--- config.mk ---
export PLATFORM = sky130hd
export DESIGN_NAME = ibex_fetch_bus_arbiter
export DESIGN_NICKNAME = d
export VERILOG_FILES = /design/src/rtl/ibex_fetch_bus_arbiter.sv
export SDC_FILE = /design/constraint.sdc
export NUM_CORES = 1
export LEC_CHECK = 0
export CAP_MARGIN = 15
export CORE_ASPECT_RATIO = 1.2
export CORE_MARGIN = 3
export CORE_UTILIZATION = 25
export DETAILED_ROUTE_END_ITERATION = 12
export GPL_TIMING_DRIVEN = 1
export PLACE_DENSITY = 0.81
export SLEW_MARGIN = 20
export SYNTH_ARGS = -nofsm -noshare
export SYNTH_HDL_FRONTEND = slang
export SYNTH_SLANG_ARGS = --single-unit
--- constraint.sdc ---
create_clock -name clk_i -period 4.6 [get_ports clk_i]
set_input_delay 0.92 -clock clk_i [delete_from_list [all_inputs] [get_ports clk_i]]
set_output_delay 0.92 -clock clk_i [all_outputs]
set_load 0.1 [all_outputs]
--- src/rtl/ibex_fetch_bus_arbiter.sv ---
// ibex_fetch_bus_arbiter
// Two fetch requesters share one in-order instruction-memory port (req/gnt/rvalid).
// Port 0 is the prefetch buffer and port 1 is a secondary fetch source.
// The arbiter does three things:
//   - It picks a requester round-robin.
//   - It stays locked on that requester until its request is granted.
//   - It keeps a small owner-ID FIFO so that each in-order response goes back to
//     the requester that issued it.
module ibex_fetch_bus_arbiter #(
    parameter int unsigned MaxOutstanding       = 2,
    // Stray responses (rvalid with nothing outstanding) are tolerated by the logic;
    // this controls whether they are also flagged as a protocol error.
    parameter bit          AssertRvalidNotEmpty = 1'b1
) (
    input  logic        clk_i,
    input  logic        rst_ni,

    input  logic        m0_req_i,
    input  logic [31:0] m0_addr_i,
    output logic        m0_gnt_o,
    output logic        m0_rvalid_o,

    input  logic        m1_req_i,
    input  logic [31:0] m1_addr_i,
    output logic        m1_gnt_o,
    output logic        m1_rvalid_o,

    output logic [31:0] rdata_o,
    output logic        err_o,

    output logic        bus_req_o,
    output logic [31:0] bus_addr_o,
    input  logic        bus_gnt_i,
    input  logic        bus_rvalid_i,
    input  logic [31:0] bus_rdata_i,
    input  logic        bus_err_i,

    output logic        busy_o
);

    localparam int unsigned CntW = $clog2(MaxOutstanding + 1);
    localparam int unsigned PtrW = (MaxOutstanding > 1) ? $clog2(MaxOutstanding) : 1;
    localparam logic [CntW-1:0] CntMax  = CntW'(MaxOutstanding);
    localparam logic [PtrW-1:0] PtrLast = PtrW'(MaxOutstanding - 1);

    // Lock state: IDLE arbitrates freely, LOCKED holds the bus on lock_id_reg
    localparam logic [0:0] ST_IDLE   = 1'b0;
    localparam logic [0:0] ST_LOCKED = 1'b1;

    logic [0:0]                state_reg, state_next;
    logic                      lock_id_reg, lock_id_next;
    logic                      rr_ptr_reg, rr_ptr_next;
    logic [CntW-1:0]           count_reg, count_next;
    logic [PtrW-1:0]           wr_ptr_reg, wr_ptr_next;
    logic [PtrW-1:0]           rd_ptr_reg, rd_ptr_next;
    logic [MaxOutstanding-1:0] owner_reg, owner_next;

    logic sel;
    logic full;
    logic empty;
    logic grant;
    logic push;
    logic pop;
    logic head;

    // Only word addresses reach the bus; the byte-offset bits are discarded
    logic unused_addr_bits;
    assign unused_addr_bits = ^{m0_addr_i[1:0], m1_addr_i[1:0]};

    // Advance a FIFO pointer, wrapping at MaxOutstanding (not a power of two in general)
    function automatic logic [PtrW-1:0] ptr_inc(input logic [PtrW-1:0] p);
        if (p == PtrLast) begin
            return '0;
        end
        return p + PtrW'(1);
    endfunction

    assign full  = (count_reg == CntMax);
    assign empty = (count_reg == '0);

    // Requester selection: lock wins, then a lone requester, then round-robin
    always_comb begin
        sel = 1'b0;
        if (state_reg == ST_LOCKED) begin
            sel = lock_id_reg;
        end else if (m0_req_i && !m1_req_i) begin
            sel = 1'b0;
        end else if (!m0_req_i && m1_req_i) begin
            sel = 1'b1;
        end else if (m0_req_i && m1_req_i) begin
            sel = rr_ptr_reg;
        end
    end

    // When the owner FIFO is full, requests are held off. A response arriving in
    // the same cycle does not refill the slot until the next cycle.
    assign bus_req_o  = ~full & ((state_reg == ST_LOCKED) | m0_req_i | m1_req_i);
    assign bus_addr_o = {(sel ? m1_addr_i[31:2] : m0_addr_i[31:2]), 2'b00};

    assign grant    = bus_req_o & bus_gnt_i;
    assign m0_gnt_o = grant & ~sel;
    assign m1_gnt_o = grant & sel;

    // Responses come back in order, so the FIFO head always names their owner
    assign push        = grant;
    assign pop         = bus_rvalid_i & ~empty;
    assign head        = owner_reg[rd_ptr_reg];
    assign m0_rvalid_o = pop & ~head;
    assign m1_rvalid_o = pop & head;

    assign rdata_o = bus_rdata_i;
    assign err_o   = bus_err_i;
    assign busy_o  = bus_req_o | ~empty;

    // Lock and round-robin bookkeeping
    always_comb begin
        state_next   = state_reg;
        lock_id_next = lock_id_reg;
        rr_ptr_next  = rr_ptr_reg;
        if (bus_req_o && !bus_gnt_i) begin
            state_next   = ST_LOCKED;
            lock_id_next = sel;
        end else if (grant) begin
            state_next = ST_IDLE;
        end
        if (grant) begin
            rr_ptr_next = ~sel;
        end
    end

    // Owner FIFO pointers and occupancy; a simultaneous push and pop leave the count unchanged
    always_comb begin
        wr_ptr_next = push ? ptr_inc(wr_ptr_reg) : wr_ptr_reg;
        rd_ptr_next = pop  ? ptr_inc(rd_ptr_reg) : rd_ptr_reg;
        count_next  = count_reg;
        if (push && !pop) begin
            count_next = count_reg + CntW'(1);
        end else if (!push && pop) begin
            count_next = count_reg - CntW'(1);
        end
    end

    // Owner storage: each slot captures the granted requester ID when written
    for (genvar gi = 0; gi < MaxOutstanding; gi++) begin : g_owner
        assign owner_next[gi] = (push && (wr_ptr_reg == PtrW'(gi))) ? sel : owner_reg[gi];
    end

    // State registers. Resetting clears the FIFO, so responses to requests
    // issued before the reset are later dropped as strays.
    always_ff @(posedge clk_i) begin
        if (!rst_ni) begin
            state_reg   <= ST_IDLE;
            lock_id_reg <= 1'b0;
            rr_ptr_reg  <= 1'b0;
            count_reg   <= '0;
            wr_ptr_reg  <= '0;
            rd_ptr_reg  <= '0;
            owner_reg   <= '0;
        end else begin
            state_reg   <= state_next;
            lock_id_reg <= lock_id_next;
            rr_ptr_reg  <= rr_ptr_next;
            count_reg   <= count_next;
            wr_ptr_reg  <= wr_ptr_next;
            rd_ptr_reg  <= rd_ptr_next;
            owner_reg   <= owner_next;
        end
    end

    // Protocol checks:
    //   - A requester must keep its request and address stable until it is granted.
    //   - The occupancy count must never exceed MaxOutstanding.
    a_m0_hold: assert property (@(posedge clk_i) disable iff (!rst_ni)
        (m0_req_i && !m0_gnt_o) |=> (m0_req_i && $stable(m0_addr_i)));
    a_m1_hold: assert property (@(posedge clk_i) disable iff (!rst_ni)
        (m1_req_i && !m1_gnt_o) |=> (m1_req_i && $stable(m1_addr_i)));
    a_count_bound: assert property (@(posedge clk_i) disable iff (!rst_ni)
        count_reg <= CntMax);

    if (AssertRvalidNotEmpty) begin : g_rvalid_check
        // A response with nothing outstanding indicates a bus-side protocol error
        a_rvalid_not_empty: assert property (@(posedge clk_i) disable iff (!rst_ni)
            bus_rvalid_i |-> !empty);
    end

endmodule

### Word level (Yosys, flattened, before mapping)

Cells that the tools add are included.

| storage, ports and cells | value |
|---|---|
| register bits after elaboration | 9 |
| latch bits | 0 |
| RAM bits | 0 |
| bits in read-only memories | 0 |
| input bits | 103 |
| word-level logic and storage cells | 62 |
| memories kept | 0 |

| operators by class | value |
|---|---|
| add/subtract/negate cells | 4 |
| $mul | 0 |
| div/mod/pow operators | 0 |
| $lt $le $gt $ge | 1 |
| equal/unequal tests | 1 |
| shift-type cells | 0 |
| multiplexer cells | 17 |
| bitwise gates (word level) | 15 |
| reduce and logical (&&, ||, !) cells | 16 |

Operator list:

| operator | number |
|---|---|
| 2-to-1 mux 30 bit | 1 |
| 2-to-1 mux 1 bit | 14 |
| logical AND 1 bit | 8 |
| AND 1 bit | 7 |
| zero test 1 bit | 5 |
| NOT 1 bit | 5 |
| 2-to-1 mux 2 bit | 2 |
| nonzero test 2 bit | 2 |
| OR 1 bit | 3 |
| adder 1 bit (second input constant) | 2 |
| adder 2 x 1 -> 2 bit (second input constant) | 1 |
| == test 2 bit (second input constant) | 1 |
| zero test 2 bit | 1 |
| < comparator 1 x 2 -> 1 bit (second input constant) | 1 |
| subtractor 2 x 1 -> 2 bit (second input constant) | 1 |

### Depth between registers and ports, before layout

| logic depth | value |
|---|---|
| depth in word-level cells | 8 |
| gate-level depth with buffers | 8 |
| depth with buffers taken out | 7 |

### Worst setup path before layout

No wires, ideal clock.

| timing path | value |
|---|---|
| kind | in2out |
| start | in m0_req_i |
| end | out m1_gnt_o |
| arrival | 2748 ps |
| data required time | 3680 ps |
| path slack | 932 ps |
| cell stages on the path | 5 |
| path buffers | 2 |
| path through | nor2b_1 o21a_1 buf_6 buf_6 nor2_1 |

| on the way | value |
|---|---|
| cells in the longest elaborated chain, start to end | 6 |
| elaborated cells on any way between the ends | 13 |
| those cells by class | mux (4); bitwise (5); reduce/logical (4) |

RTL lines:

| element | line | text |
|---|---|---|
| from (decl) | 18 | `input logic m0_req_i,` |
| logical AND 1 bit or zero test 1 bit (tied branches) | 90, 88 |  |
| 2-to-1 mux 1 bit or logical AND 1 bit (tied branches) | 90, 88 |  |
| 2-to-1 mux 1 bit | 88 | `end else if (!m0_req_i && m1_req_i) begin` |
| 2-to-1 mux 1 bit | 86 | `end else if (m0_req_i && !m1_req_i) begin` |
| 2-to-1 mux 1 bit | 84 | `if (state_reg == ST_LOCKED) begin` |
| AND 1 bit * | 102 | `assign m1_gnt_o = grant & sel;` |
| to (decl) | 25 | `output logic m1_gnt_o,` |

Every way passes the cells marked *; elsewhere a longest branch is shown, timed or not.

### Worst setup path in the final report

| timing path | value |
|---|---|
| start | in m0_req_i |
| end | out bus_addr_o[2] |

| on the way | value |
|---|---|
| cells in the longest elaborated chain, start to end | 6 |
| elaborated cells on any way between the ends | 9 |
| those cells by class | mux (5); reduce/logical (4) |

RTL lines:

| element | line | text |
|---|---|---|
| logical AND 1 bit or zero test 1 bit (tied branches) | 90, 88 |  |
| 2-to-1 mux 1 bit or logical AND 1 bit (tied branches) | 90, 88 |  |
| 2-to-1 mux 1 bit | 88 |  |
| 2-to-1 mux 1 bit * | 86 |  |
| 2-to-1 mux 1 bit * | 84 |  |
| 2-to-1 mux 30 bit * | 98 | `assign bus_addr_o = {(sel ? m1_addr_i[31:2] : m0_addr_i[31:2]), 2'b00};` |
| to (decl) | 32 | `output logic [31:0] bus_addr_o,` |

Marked as above.

==> flow_summary_export.csv <==
group,metric,value,unit
outcome,status,"completed",
route,post_drt_wl_per_cell,14.5,um
route,num_vias,1124,
route,drc,0,
worst_setup_path,crit_family,"buffers and inverters",
placed_design,dp_hpwl,3.18,mm
yosys,synthTopCellsByArea,"mux2_4, buf_4, dfxtp_1",
yosys,syn_area_per_cell,9.65,um^2
yosys,ys_types,28,
timing,slew_headroom,64.1,%
finish,fin_cells,252,
timing,finalCritPeriodShare,82.8,%
floorplanning,fp-row-count,27,
worst_hold_path,worstHoldPathType,"flip-flop to flip-flop",
worst_setup_path,r2r_cells,6,
floorplanning,dieArea,0.00578,mm^2
grt,grt_pass1_vias,1091,
pwr,p_leak,0.932,nW
placed_design,gp_congestion,0.810,
yosys,synth_area,0.00122,mm^2
pwr,ir_drop,0.338,mV
pwr,power.density,488,mW/mm^2
route,viasPerCell,4.46,
finish,final_cell_mix,"clkdlybuf4s50_1, buf_4, mux2_4",
pwr,intPower,0.000393,W
timing,hold_violations,0,
yosys,yosys_warnings,0,
yosys,ys_seq_area_share,14.7,%
yosys,synth_top_area_cell,"mux2_4",
floorplanning,ios,174,
timing,worst_pin_slew,0.538,ns
worst_hold_path,hold_end,"state_reg$_SDFFE_PN0P_",
timing,setup_violations,0,
placed_design,dpl_cell_area,0.00193,mm^2
clock_tree,tritoncts,"yes",
clock_tree,cts_setup_buffers,0,
route,dr.first_iter.drc_count,17,
worst_setup_path,cp_slowest_cell,"o21a_2",
route,drt-pass1-iter-count,4,
worst_setup_path,critical_path.max_fanout,17,
worst_hold_path,hold_depth,2,
pwr,comb_power_share,77.6,%
clock_tree,clkTransAtPathRegs,0.04,ns
timing,fin_skew,0.00153,ns
finish,diodes,0,
clock_tree,htreeDepth,1,
timing,clock.fmax,0.262,GHz
clock_tree,clk_latency,0.23,ns
pwr,power.net_switching,0.000571,W
worst_setup_path,critical_path_class,"primary input to output pin",
worst_hold_path,min_from,"state_reg$_SDFFE_PN0P_",
route,wirelength,3.66,mm
placed_design,portBuffers,101,
floorplanning,initial_utilization,26.3,%
worst_setup_path,reg2reg_from,"state_reg$_SDFFE_PN0P_",
worst_setup_path,endpoint_kind,"output pin",
clock_tree,cts_buffer_depth,2,
grt,antenna_found_initial,0,
worst_setup_path,crit_buf_inv,3,
timing,rsz0062_at_grt,"no",
worst_setup_path,r2r_slack,2.61,ns
finish,fin_area,0.00198,mm^2
placed_design,dp_cells,248,
yosys,yosysTopAreaCellShare,33.1,%
worst_setup_path,cp-start-kind,"primary input",
floorplanning,die_h,82.7,um
clock_tree,cts_resized,0,
grt,grt_pass1_wl,5.36,mm
grt,grt_max_degree,18,
timing,fin_crit,3.81,ns
clock_tree,cts_sinks,9,
pwr,p_seq_share,12.9,%
route,ant_nets,0,
clock_tree,root_buffer,"clkbuf_8",
clock_tree,numCtsBuffers,3,
finish,drive_above_1_share,37.1,%
timing,drv_slew,0,
yosys,synth_cells,127,
finish,nets,299,
finish,final_common_cell,"clkdlybuf4s50_1",
floorplanning,fp.dieW,69.9,um
worst_setup_path,r2r_end,"count_reg[1]$_SDFFE_PN0P_",
pwr,clkPwrFrac,9.6,%
run,maxCapViolCount,0,
grt,grt_usage,11.6,%
worst_setup_path,worst_ep_required_time,3.68,ns
grt,grt_overflow,0,
yosys,ys_ff_latch,9,
pwr,finalPower,0.000964,W
clock_tree,postCtsHoldBufs,0,
worst_setup_path,path_cells,"clkdlybuf4s50_1 > nor2b_1 > o21a_2 > buf_12 > mux2_4 > buf_4",
floorplanning,core_region_area,0.00466,mm^2
worst_setup_path,cp.arrival,2.89,ns
finish,area_growth,61.3,%
pwr,switching_share,59.2,%
timing,fin_setup_tns,0,ns
worst_setup_path,slowest_delay,0.51,ns
==> cell usage after synthesis, drive strengths merged <==
library cell / n
buf: 40
mux2: 30
dfxtp: 9
nor2: 6
inv: 4
nor2b: 4
a21oi: 3
nand2: 3
nand3: 3
o21ai: 3
or3: 3
xor2: 3
a31oi: 2
a41o: 2
nand2b: 2
a311oi: 1
a31o: 1
conb: 1
ha: 1
mux2i: 1
nor3: 1
o211a: 1
o21a: 1
o311a: 1
o31ai: 1
==> per-stage QoR <==
step	util, %	hold slack (ns)	worst slack (ns)
5_1_grt	42.4	0.536	0.675
3_5_place_dp	41.4	0.491	0.780
3_3_place_gp	41.4	0.482	0.786
6_report	42.4	0.496	0.790
2_1_floorplan	-	0.466	0.932
4_1_cts	42.4	0.497	0.775
==> layer usage <==
layer / track usage, % / vias to the layer above / routed length (um)
met5: 0 / - / 0
met4: 3.45 / 0 / 24
met3: 5.81 / 2 / 555
met2: 19.3 / 86 / 1760
met1: 13.2 / 500 / 1320
li1: - / 536 / -
==> cells by family (layout without fill, tap and decap cells) <==
| kind of cell | Yosys count | in the layout | synth area share (%) |
|---|---|---|---|
| buffers and inverters | 44 | 110 | 26.8 |
| multiplexers | 31 | 31 | 36.7 |
| AND/OR/NAND/NOR | 22 | 22 | 8.99 |
| AO/OA/AOI/OAI | 16 | 16 | 9.40 |
| flip-flops | 9 | 9 | 14.7 |
| XOR/XNOR | 3 | 3 | 2.15 |
| adder cells (fa/ha/maj) | 1 | 1 | 1.02 |
| other | 1 | 2 | 0.306 |
==> how the worst max path moves through the flow <==
stage                  start             end  slack, ns  depth (start not counted)
floorplan           m0_req_i        m1_gnt_o       0.93                          5
global placement    m0_req_i  bus_addr_o[28]       0.79                          6
detailed placement  m0_req_i  bus_addr_o[16]       0.78                          6
CTS                 m0_req_i  bus_addr_o[16]       0.78                          6
global route        m0_req_i   bus_addr_o[2]       0.68                          6
finish              m0_req_i   bus_addr_o[2]       0.79                          6
==> tightest hold or removal path, stage by stage, from the launching register on <==
cell     delay, ns
dfxtp_1       0.33
nand2_1       0.06
a21oi_1       0.05
==> cell type report <==
cell class	instances	area, um^2
Clock buffer	4	45.0
Fill cell	466	2690
Inverter	4	15.0
Multi-Input combinational cell	75	722
Sequential cell	9	180
Tap cell	58	72.6
Timing Repair Buffer	102	941
==> power by group through the flow <==
stage	clock, W	combinational (W)	sequential, W
4_1_cts	0.0000944	0.000752	0.000125
6_report	0.0000921	0.000748	0.000124
3_3_place_gp	0	0.000744	0.000124
3_5_place_dp	0	0.000751	0.000126
2_1_floorplan	0	0.000738	0.000120
5_1_grt	0.0000982	0.000779	0.000130
No activity file was read; power rests on OpenSTA's default activity.
